File: src/rtl/comparator.sv
// Registered 32-bit compare unit: val1 - val2 captured as N,Z,C,V flags.
// Flags load on clock edges with is_cmp_op high and hold otherwise.
module comparator (
  input  logic        clk,
  input  logic        rst,
  input  logic [31:0] val1,
  input  logic [31:0] val2,
  input  logic        is_cmp_op,
  output logic [3:0]  nzcv
);

  logic [32:0] diff;
  logic [31:0] res;
  logic        n_flag;
  logic        z_flag;
  logic        c_flag;
  logic        v_flag;
  logic [3:0]  nzcv_d;
  logic [3:0]  nzcv_q;

  // Subtract as add of the inverted subtrahend; bit 32 is the no-borrow carry.
  assign diff = {1'b0, val1} + {1'b0, ~val2} + 33'd1;
  assign res  = diff[31:0];

  assign n_flag = res[31];
  assign z_flag = (res == 32'd0);
  assign c_flag = diff[32];
  assign v_flag = (val1[31] != val2[31]) && (res[31] != val1[31]);

  always_comb begin
    nzcv_d = nzcv_q;
    if (is_cmp_op) begin
      nzcv_d = {n_flag, z_flag, c_flag, v_flag};
    end
  end

  always_ff @(posedge clk or posedge rst) begin
    if (rst) begin
      nzcv_q <= 4'b0000;
    end else begin
      nzcv_q <= nzcv_d;
    end
  end

  assign nzcv = nzcv_q;

endmodule

File: config.mk
export PLATFORM = sky130hd
export DESIGN_NAME = comparator
export DESIGN_NICKNAME = d
export VERILOG_FILES = /design/src/rtl/comparator.sv
export SDC_FILE = /design/constraint.sdc
export NUM_CORES = 1
export LEC_CHECK = 0
export ABC_AREA = 1
export BUFFER_PORTS_ARGS = -buffer_cell sky130_fd_sc_hd__buf_2
export CORE_UTILIZATION = 40
export DETAILED_ROUTE_END_ITERATION = 8
export SLEW_MARGIN = 20
export SYNTH_ARGS = -nofsm -noshare
export SYNTH_HDL_FRONTEND = slang
export SYNTH_SLANG_ARGS = --single-unit
File: constraint.sdc
create_clock -name clk -period 1.25 [get_ports clk]
set_clock_uncertainty 0.1 [all_clocks]
set_input_delay 0.0625 -clock clk [delete_from_list [all_inputs] [get_ports clk]]
set_output_delay 0.0625 -clock clk [all_outputs]
set_load 0.01 [all_outputs]
# Word level (Yosys, flattened, before mapping)
# Cells that the tools add are included.
[word_totals] memories=0 input_bits=67 out_inout_bits=4 latch_bits=0 elab_cells=8 mem_bits_rw=0 regBits=4 romBits=0
[classes] n_shift=0 reduce_logical=2 mux=0 eq_ne=2 multipliers=0 n_lt_le_gt_ge=0 bitwise=1 div=0 addsub=2
[op_table] operator="$add 32x32->33" count=1
[op_table] operator="$add 33x1->33 const B" count=1
[op_table] operator="$logic_not 32->1" count=1
[op_table] operator="$not 32->32" count=1
[op_table] operator="$ne 1x1->1" count=2
[op_table] operator="$logic_and 1x1->1" count=1

# Longest topological paths before layout
# Gate-level depths: netlist of the first run.
[logic_depth] ltp_word=5 depth_mapped=19 depth_no_buf=19

# Least setup slack after synthesis of the first run
# Ideal clock, no wire load.
[synth_timing] path_type="input-to-reg" from="input val1[0]" to="register nzcv_q[2], in the netlist nzcv[2]" t_arrival_ps=1707 required_ps=1085 stages=18 path_slack_ps=-622 setup_ps=65 n_path_buf=0 cell_sequence="inv_1 ha_1 fa_1 inv_1 nand3_1 nand2_2 nand2_2 nand2_2 nand2_2 nand2_2 nand2_1 nand3_1 nand2_1 nor2_1 nand2_1 nor2_1 nand3_1 nand2_1"
[synth_via] elab_chain_cells=3
[synth_lines] element="start: declaration" line="6" text="input logic [31:0] val1,"
[synth_lines] element="$add 32x32->33" line="22" text="assign diff = {1'b0, val1} + {1'b0, ~val2} + 33'd1;"
[synth_lines] element="$add 33x1->33" line="22"
[synth_lines] element="$logic_not 32->1" line="26" text="assign z_flag = (res == 32'd0);"
[synth_lines] element="end signal: assignment" line="41" text="nzcv_q <= nzcv_d;"
[synth_lines] element="end: declaration" line="19" text="logic [3:0] nzcv_q;"
# No other way between the ends.
# A chain may end at the register's enable or synchronous reset.

# Final worst setup path of the first run
[layout_timing] from="input val2[8]" to="register nzcv_q[2], in the netlist nzcv[2]"
[layout_via] elab_chain_cells=4
[layout_lines] element="start: declaration" line="7" text="input logic [31:0] val2,"
[layout_lines] element="$not 32->32" line="22"
[layout_lines] element="$add 32x32->33" line="22"
[layout_lines] element="$add 33x1->33" line="22"
[layout_lines] element="$logic_not 32->1" line="26"
# No other way between the ends.

==> results.sh, run 1 <==
export IMPL_layout_setup_ws_ns=-0.4829
export IMPL_drt_pass1_iter_count=4
export IMPL_fp_dieArea_um2=7624
export IMPL_holdCritStartpoint="is_cmp_op"
export IMPL_grt_setup_unrepaired="yes"
export IMPL_start_util_pct=42.16
export IMPL_final_cell_mix="nand2_1, inv_1, buf_2, buf_4, nand2_2"
export IMPL_routed_wl_um=9368
export IMPL_clockRootBuffer="clkbuf_8"
export IMPL_ys_types=26
export IMPL_finalNetCount=850
export IMPL_crit_type="primary input to register"
export IMPL_total_power_mw=2.533
export IMPL_finalCriticalPeriod_ns=1.733
export IMPL_grt_max_degree=7
export IMPL_crit_arrival_ns=1.73
export IMPL_path_max_fanout=4
export IMPL_antenna_cells=0
export IMPL_final_common_cell="nand2_1"
export IMPL_synth_edff_count=0
export IMPL_io_pins=71
export IMPL_critical_path_startpoint="val2[8]"
export IMPL_seq_area_frac_synth_pct=3.438
export IMPL_async_reset_ff_share_pct=100.0
export IMPL_rows=30
export IMPL_p_leak_nw=2.739
export IMPL_fin_area_um2=4616
export IMPL_clock_sinks=4
export IMPL_gp_congestion=0.9096
export IMPL_core_area_um2=6907
export IMPL_dp_cells=831
export IMPL_ant_nets=0
export IMPL_critPathCaptureType="register"
export IMPL_hold_viol=0
export IMPL_worst_pin_slew_ns=0.2937
export IMPL_r2r_cells=2
export IMPL_setup_violations=4
export IMPL_yosysWarnings=0
export IMPL_holdCritPathClass="primary input to register"
export IMPL_ir_drop_v=0.0002321
export IMPL_post_dp_cell_area_um2=4194
export IMPL_clk_latency_ns=0.21
export IMPL_port_buffers=70
export IMPL_worstHoldPathCells=3
export IMPL_crit_required_ns=1.25
export IMPL_finalMaxSlewViolations=0
export IMPL_netlist_instances=607
export IMPL_area_growth_syn_to_layout_pct=58.53
export IMPL_fillers=713
export IMPL_largest_register_ffs=4
export IMPL_place_ws_ns=-0.8099
export IMPL_first_global_vias=3558
export IMPL_avgRoutedWirePerCell_um=11.10
export IMPL_multi_input_area_um2=2875
export IMPL_seqCellArea_um2=100.1
export IMPL_cts_buffers=3
export IMPL_synth_fp_nets=707
export IMPL_cts_path_max_buffers=2
export IMPL_violations="negative setup slack"
export IMPL_layout_drive_gt1_share_pct=38.24
export IMPL_via_per_inst=4.682
export IMPL_ys_flop_type="dfrtp_1"
export IMPL_ys_seq_elements=4
export IMPL_grt_use_total_pct=24.59
export IMPL_vias=3952
export IMPL_worst_setup_path_start_kind="primary input"
export IMPL_clk_pin_slew_ns=0.03
export IMPL_die_height_um=87.32
export IMPL_drc_errors=0
export IMPL_stdcell_count=844
export IMPL_grt_overflow=0
export IMPL_status="finished with violations"
export IMPL_dp_hpwl_um=8097
export IMPL_dieWidth_um=87.32
export IMPL_cts_max_level=1
export IMPL_p_per_area_nw_per_um2=548.7
export IMPL_dr_first_iter_drc_count=164
export IMPL_worstReg2RegStart="nzcv[1]$_DFFE_PP0P_"
export IMPL_cap_violations=0
export IMPL_syn_area_um2=2912
export IMPL_fmax_mhz=577.1
export IMPL_antenna_found_initial=0
export IMPL_slew_headroom_pct=80.35
export IMPL_totalNegativeSetupSlack_ns=-1.265
export IMPL_post_synth_cell_area_avg_um2=4.797
export IMPL_grt_first_pass_wirelength_um=15170
export IMPL_cts_tree="done"
export IMPL_period_share_pct=138.6
[cell type report]
| cell class | count | area share, % |
|---|---|---|
| Sequential cell | 4 | 2.169 |
| Timing Repair Buffer | 138 | 19.19 |
| Multi-Input combinational cell | 447 | 62.29 |
| Tap cell | 96 | 2.602 |
| Clock buffer | 3 | 0.8946 |
| Inverter | 156 | 12.85 |
[per-layer routing]
layer	up-vias	wire, um	part of all wire (%)	GRT usage, %
met5	-	0	0	0
met4	0	59	0.63	2.385
met3	6	376	4.0	1.327
met2	102	4248	45	43.11
met1	1742	4683	50	34.08
li1	2102	-	-	-
[synth_stat cells (4+ instances only)]
master / instances / area share, %
a21oi_1: 23 / 4.0
a21oi_2: 4 / 1.2
dfrtp_1: 4 / 3.4
ha_1: 32 / 14
inv_1: 145 / 19
inv_2: 11 / 1.4
nand2_1: 238 / 31
nand2_2: 20 / 4.3
nand3_1: 42 / 7.2
nand4_1: 9 / 1.9
nor2_1: 53 / 6.8
nor2_2: 5 / 1.1
[worst paths after layout]
path / to / slack [ns]
max reg2reg: nzcv[1]$_DFFE_PP0P_ / 0.54
min reg2reg: nzcv[0]$_DFFE_PP0P_ / 0.37
max in group asynchronous: nzcv[3]$_DFFE_PP0P_ / 0.72
max: nzcv[2]$_DFFE_PP0P_ / -0.48
min: nzcv[1]$_DFFE_PP0P_ / 0.07
min in group asynchronous: nzcv[1]$_DFFE_PP0P_ / 0.19
[worst max-delay path: stages]
cell and delay (ns):
buf_2 0.08, inv_1 0.05, ha_4 0.29, nand2_2 0.08, nor2_2 0.17, nand3_1 0.14
nand3_1 0.18, nand3_1 0.10, nand2_1 0.11, nor2_1 0.06, o21ai_2 0.20, nor2_1 0.09
nand3_1 0.07, nand2_1 0.05
[cells by family after synthesis]
logic type      share of synthesized area, %
buf+inv                                20.11
fa+ha+maj                              14.44
compound gates                         6.661
xor+xnor                              0.9026
simple gates                           54.45
flops                                  3.438
[per-stage QoR]
stage                     hold WS (ns)  util, %
after CTS                      0.07154    64.29
after global routing           0.08650    66.83
after floorplan                -0.2714        -
after global placement         -0.1577    60.72
after detailed placement       -0.1538    60.72
final                          0.07274    66.83
[power breakdown]
part           internal (mW)  switching, mW  total (mW)  leakage, nW
clock network          0.205         0.0625       0.267       0.0216
registers              0.144        0.00654       0.151       0.0503
logic                  0.952           1.16        2.11         2.67
[what timing repair did]
action / in CTS / in global routing
setup buffers: 6 / 3
setup endpoints to repair: 4 / 4
hold buffers: 1 / 0
gates resized for setup: 41 / 39
hold endpoints to repair: 4 / 0
pin swaps: 25 / 11
No activity file was read; power rests on OpenSTA's default activity.
==> inputs of run 2 (changes only) <==
Settings changed: CELL_PAD_IN_SITES_DETAIL_PLACEMENT from default to 1, CELL_PAD_IN_SITES_GLOBAL_PLACEMENT from default to 2, CORE_UTILIZATION 40 to 28, PLACE_DENSITY_LB_ADDON from default to 0.1.
==> run 2 against run 1 <==
Compared with the run above:
- the run still ends with negative setup slack left
- fmax down 1.9%
- via count up 0.76%
- critical endpoint unchanged
- clock power up 2%
- first-iteration DRC count down 39%
- worst setup slack worse by 0.033 ns
==> results.sh, run 2 (synthesis results as in run 1) <==
export IMPL_status="finished with violations"
export IMPL_violations="negative setup slack"
export IMPL_drt_pass1_iter_count=4
export IMPL_avgRoutedWirePerCell_um=12.70
export IMPL_setup_violations=4
export IMPL_drc_errors=0
export IMPL_cts_max_level=1
export IMPL_cts_buffers=3
export IMPL_finalMaxSlewViolations=0
export IMPL_crit_required_ns=1.30
export IMPL_layout_setup_ws_ns=-0.5164
export IMPL_crit_type="primary input to register"
export IMPL_area_growth_syn_to_layout_pct=62.10
export IMPL_clk_latency_ns=0.22
export IMPL_clockRootBuffer="clkbuf_8"
export IMPL_ant_nets=0
export IMPL_finalCriticalPeriod_ns=1.766
export IMPL_crit_arrival_ns=1.82
export IMPL_finalNetCount=848
export IMPL_p_per_area_nw_per_um2=556.3
export IMPL_period_share_pct=141.3
export IMPL_core_area_um2=9910
export IMPL_grt_overflow=0
export IMPL_largest_register_ffs=4
export IMPL_clk_pin_slew_ns=0.03
export IMPL_worst_setup_path_start_kind="primary input"
export IMPL_grt_setup_unrepaired="yes"
export IMPL_antenna_cells=0
export IMPL_cpMostUsedCell="nand2_1"
export IMPL_io_pins=71
export IMPL_gp_congestion=0.8232
export IMPL_grt_max_degree=6
export IMPL_cts_path_max_buffers=2
export IMPL_cap_violations=0
export IMPL_fillers=1417
export IMPL_routed_wl_um=11170
export IMPL_cts_tree="done"
export IMPL_first_global_vias=4151
export IMPL_layout_drive_gt1_share_pct=38.61
export IMPL_r2r_cells=2
export IMPL_fp_dieArea_um2=10810
export IMPL_via_per_inst=4.530
export IMPL_p_leak_nw=2.765
export IMPL_vias=3982
export IMPL_max_stage_delay_ns=0.34
export IMPL_final_common_cell="nand2_1"
export IMPL_antenna_found_initial=0
export IMPL_totalNegativeSetupSlack_ns=-1.215
export IMPL_hold_viol=0
export IMPL_critPathCaptureType="register"
export IMPL_final_cell_mix="nand2_1, inv_1, buf_4"
export IMPL_slew_headroom_pct=81.21
export IMPL_path_max_fanout=3
export IMPL_ir_drop_v=0.0004482
export IMPL_dr_first_iter_drc_count=100
export IMPL_port_buffers=70
export IMPL_cp_slowest_cell="fa_2"
export IMPL_clock_sinks=4
export IMPL_holdWs_ns=0.08806
export IMPL_dieWidth_um=104.0
export IMPL_cp_cell_sequence="buf_8 > inv_8 > ha_4 > fa_2 > inv_2 > nand3_2 > nand2_2 > nand2_2 > nand2_2 > buf_4 > nand2_1 > nand4_1 > nand2_1 > nor2_1 > nand2_1 > nor2_1 > nand3_1 > nand2_1"
export IMPL_worst_pin_slew_ns=0.2818
export IMPL_rows=36
export IMPL_holdCritPathClass="primary input to register"
export IMPL_die_height_um=104.0
export IMPL_fmax_mhz=566.1
export IMPL_dp_hpwl_um=9724
export IMPL_worstHoldPathCells=3
export IMPL_start_util_pct=29.38
export IMPL_grt_use_total_pct=20.74
export IMPL_grt_first_pass_wirelength_um=18800
## run 2: cell types whose count changed in the layout (fill, tap and decap cells not counted), sizes merged
cell	before	now
buf	137	135
## run 2: stage by stage
step / cell area [um2] / setup slack [ns] / std cells / util, % / total power, mW
global placement: 4255 / -0.7958 / 870 / 42.94 / 2.043
global route: 4720 / -0.6969 / 879 / 47.63 / 2.879
detailed placement: 4255 / -0.8355 / 870 / 42.94 / 2.098
floorplan: 3288 / -0.4713 / 607 / - / 1.330
finish: 4720 / -0.5164 / 879 / 47.63 / 2.625
CTS: 4588 / -0.5121 / 879 / 46.30 / 2.550
## run 2: worst paths after layout
check | slack [ns] | to | start
setup / recovery | -0.52 | nzcv[2]$_DFFE_PP0P_ | val1[0]
hold / removal | 0.09 | nzcv[1]$_DFFE_PP0P_ | is_cmp_op
setup reg to reg | 0.51 | nzcv[3]$_DFFE_PP0P_ | nzcv[3]$_DFFE_PP0P_
hold reg to reg | 0.38 | nzcv[0]$_DFFE_PP0P_ | nzcv[0]$_DFFE_PP0P_
max in group asynchronous | 0.72 | nzcv[3]$_DFFE_PP0P_ | rst
min in group asynchronous | 0.18 | nzcv[0]$_DFFE_PP0P_ | rst
## run 2: cell type report
class / count / area [um2] / share of cell area (%)
flip-flops and latches: 4 / 100.1 / 2.121
well taps: 133 / 166.4 / 3.526
clock buffers: 3 / 41.29 / 0.8749
repair buffers: 136 / 895.9 / 18.98
inverters: 156 / 605.6 / 12.83
multi-input cells: 447 / 2910 / 61.66
## run 2: routing by layer
layer / wire, um / global-route usage, %
met1: 5340 / 27.62
met2: 5470 / 37.95
met3: 330 / 1.316
met4: 23 / 1.327
met5: 0 / 0
## run 2: power breakdown
| part | leakage (nW) | internal (mW) | total (mW) | switching (mW) |
|---|---|---|---|---|
| Combinational | 2.69 | 0.983 | 2.20 | 1.22 |
| Clock | 0.0216 | 0.205 | 0.273 | 0.0673 |
| Sequential | 0.0503 | 0.144 | 0.151 | 0.00668 |
## run 2: critical path: cells and delay by family
family	cells	cell delay (ns)
adder cells (fa/ha/maj)	2	0.49
buffers and inverters	4	0.30
AND/OR/NAND/NOR	12	0.95
## run 2: what timing repair did
item / 4_1_cts / 5_1_grt
pin swaps: 30 / 20
setup buffers: 5 / 0
gates resized for setup: 67 / 33
endpoints found under the setup margin: 4 / 4
endpoints found under the hold margin: 4 / 0
hold buffers: 1 / 0
gates cloned: 0 / 0
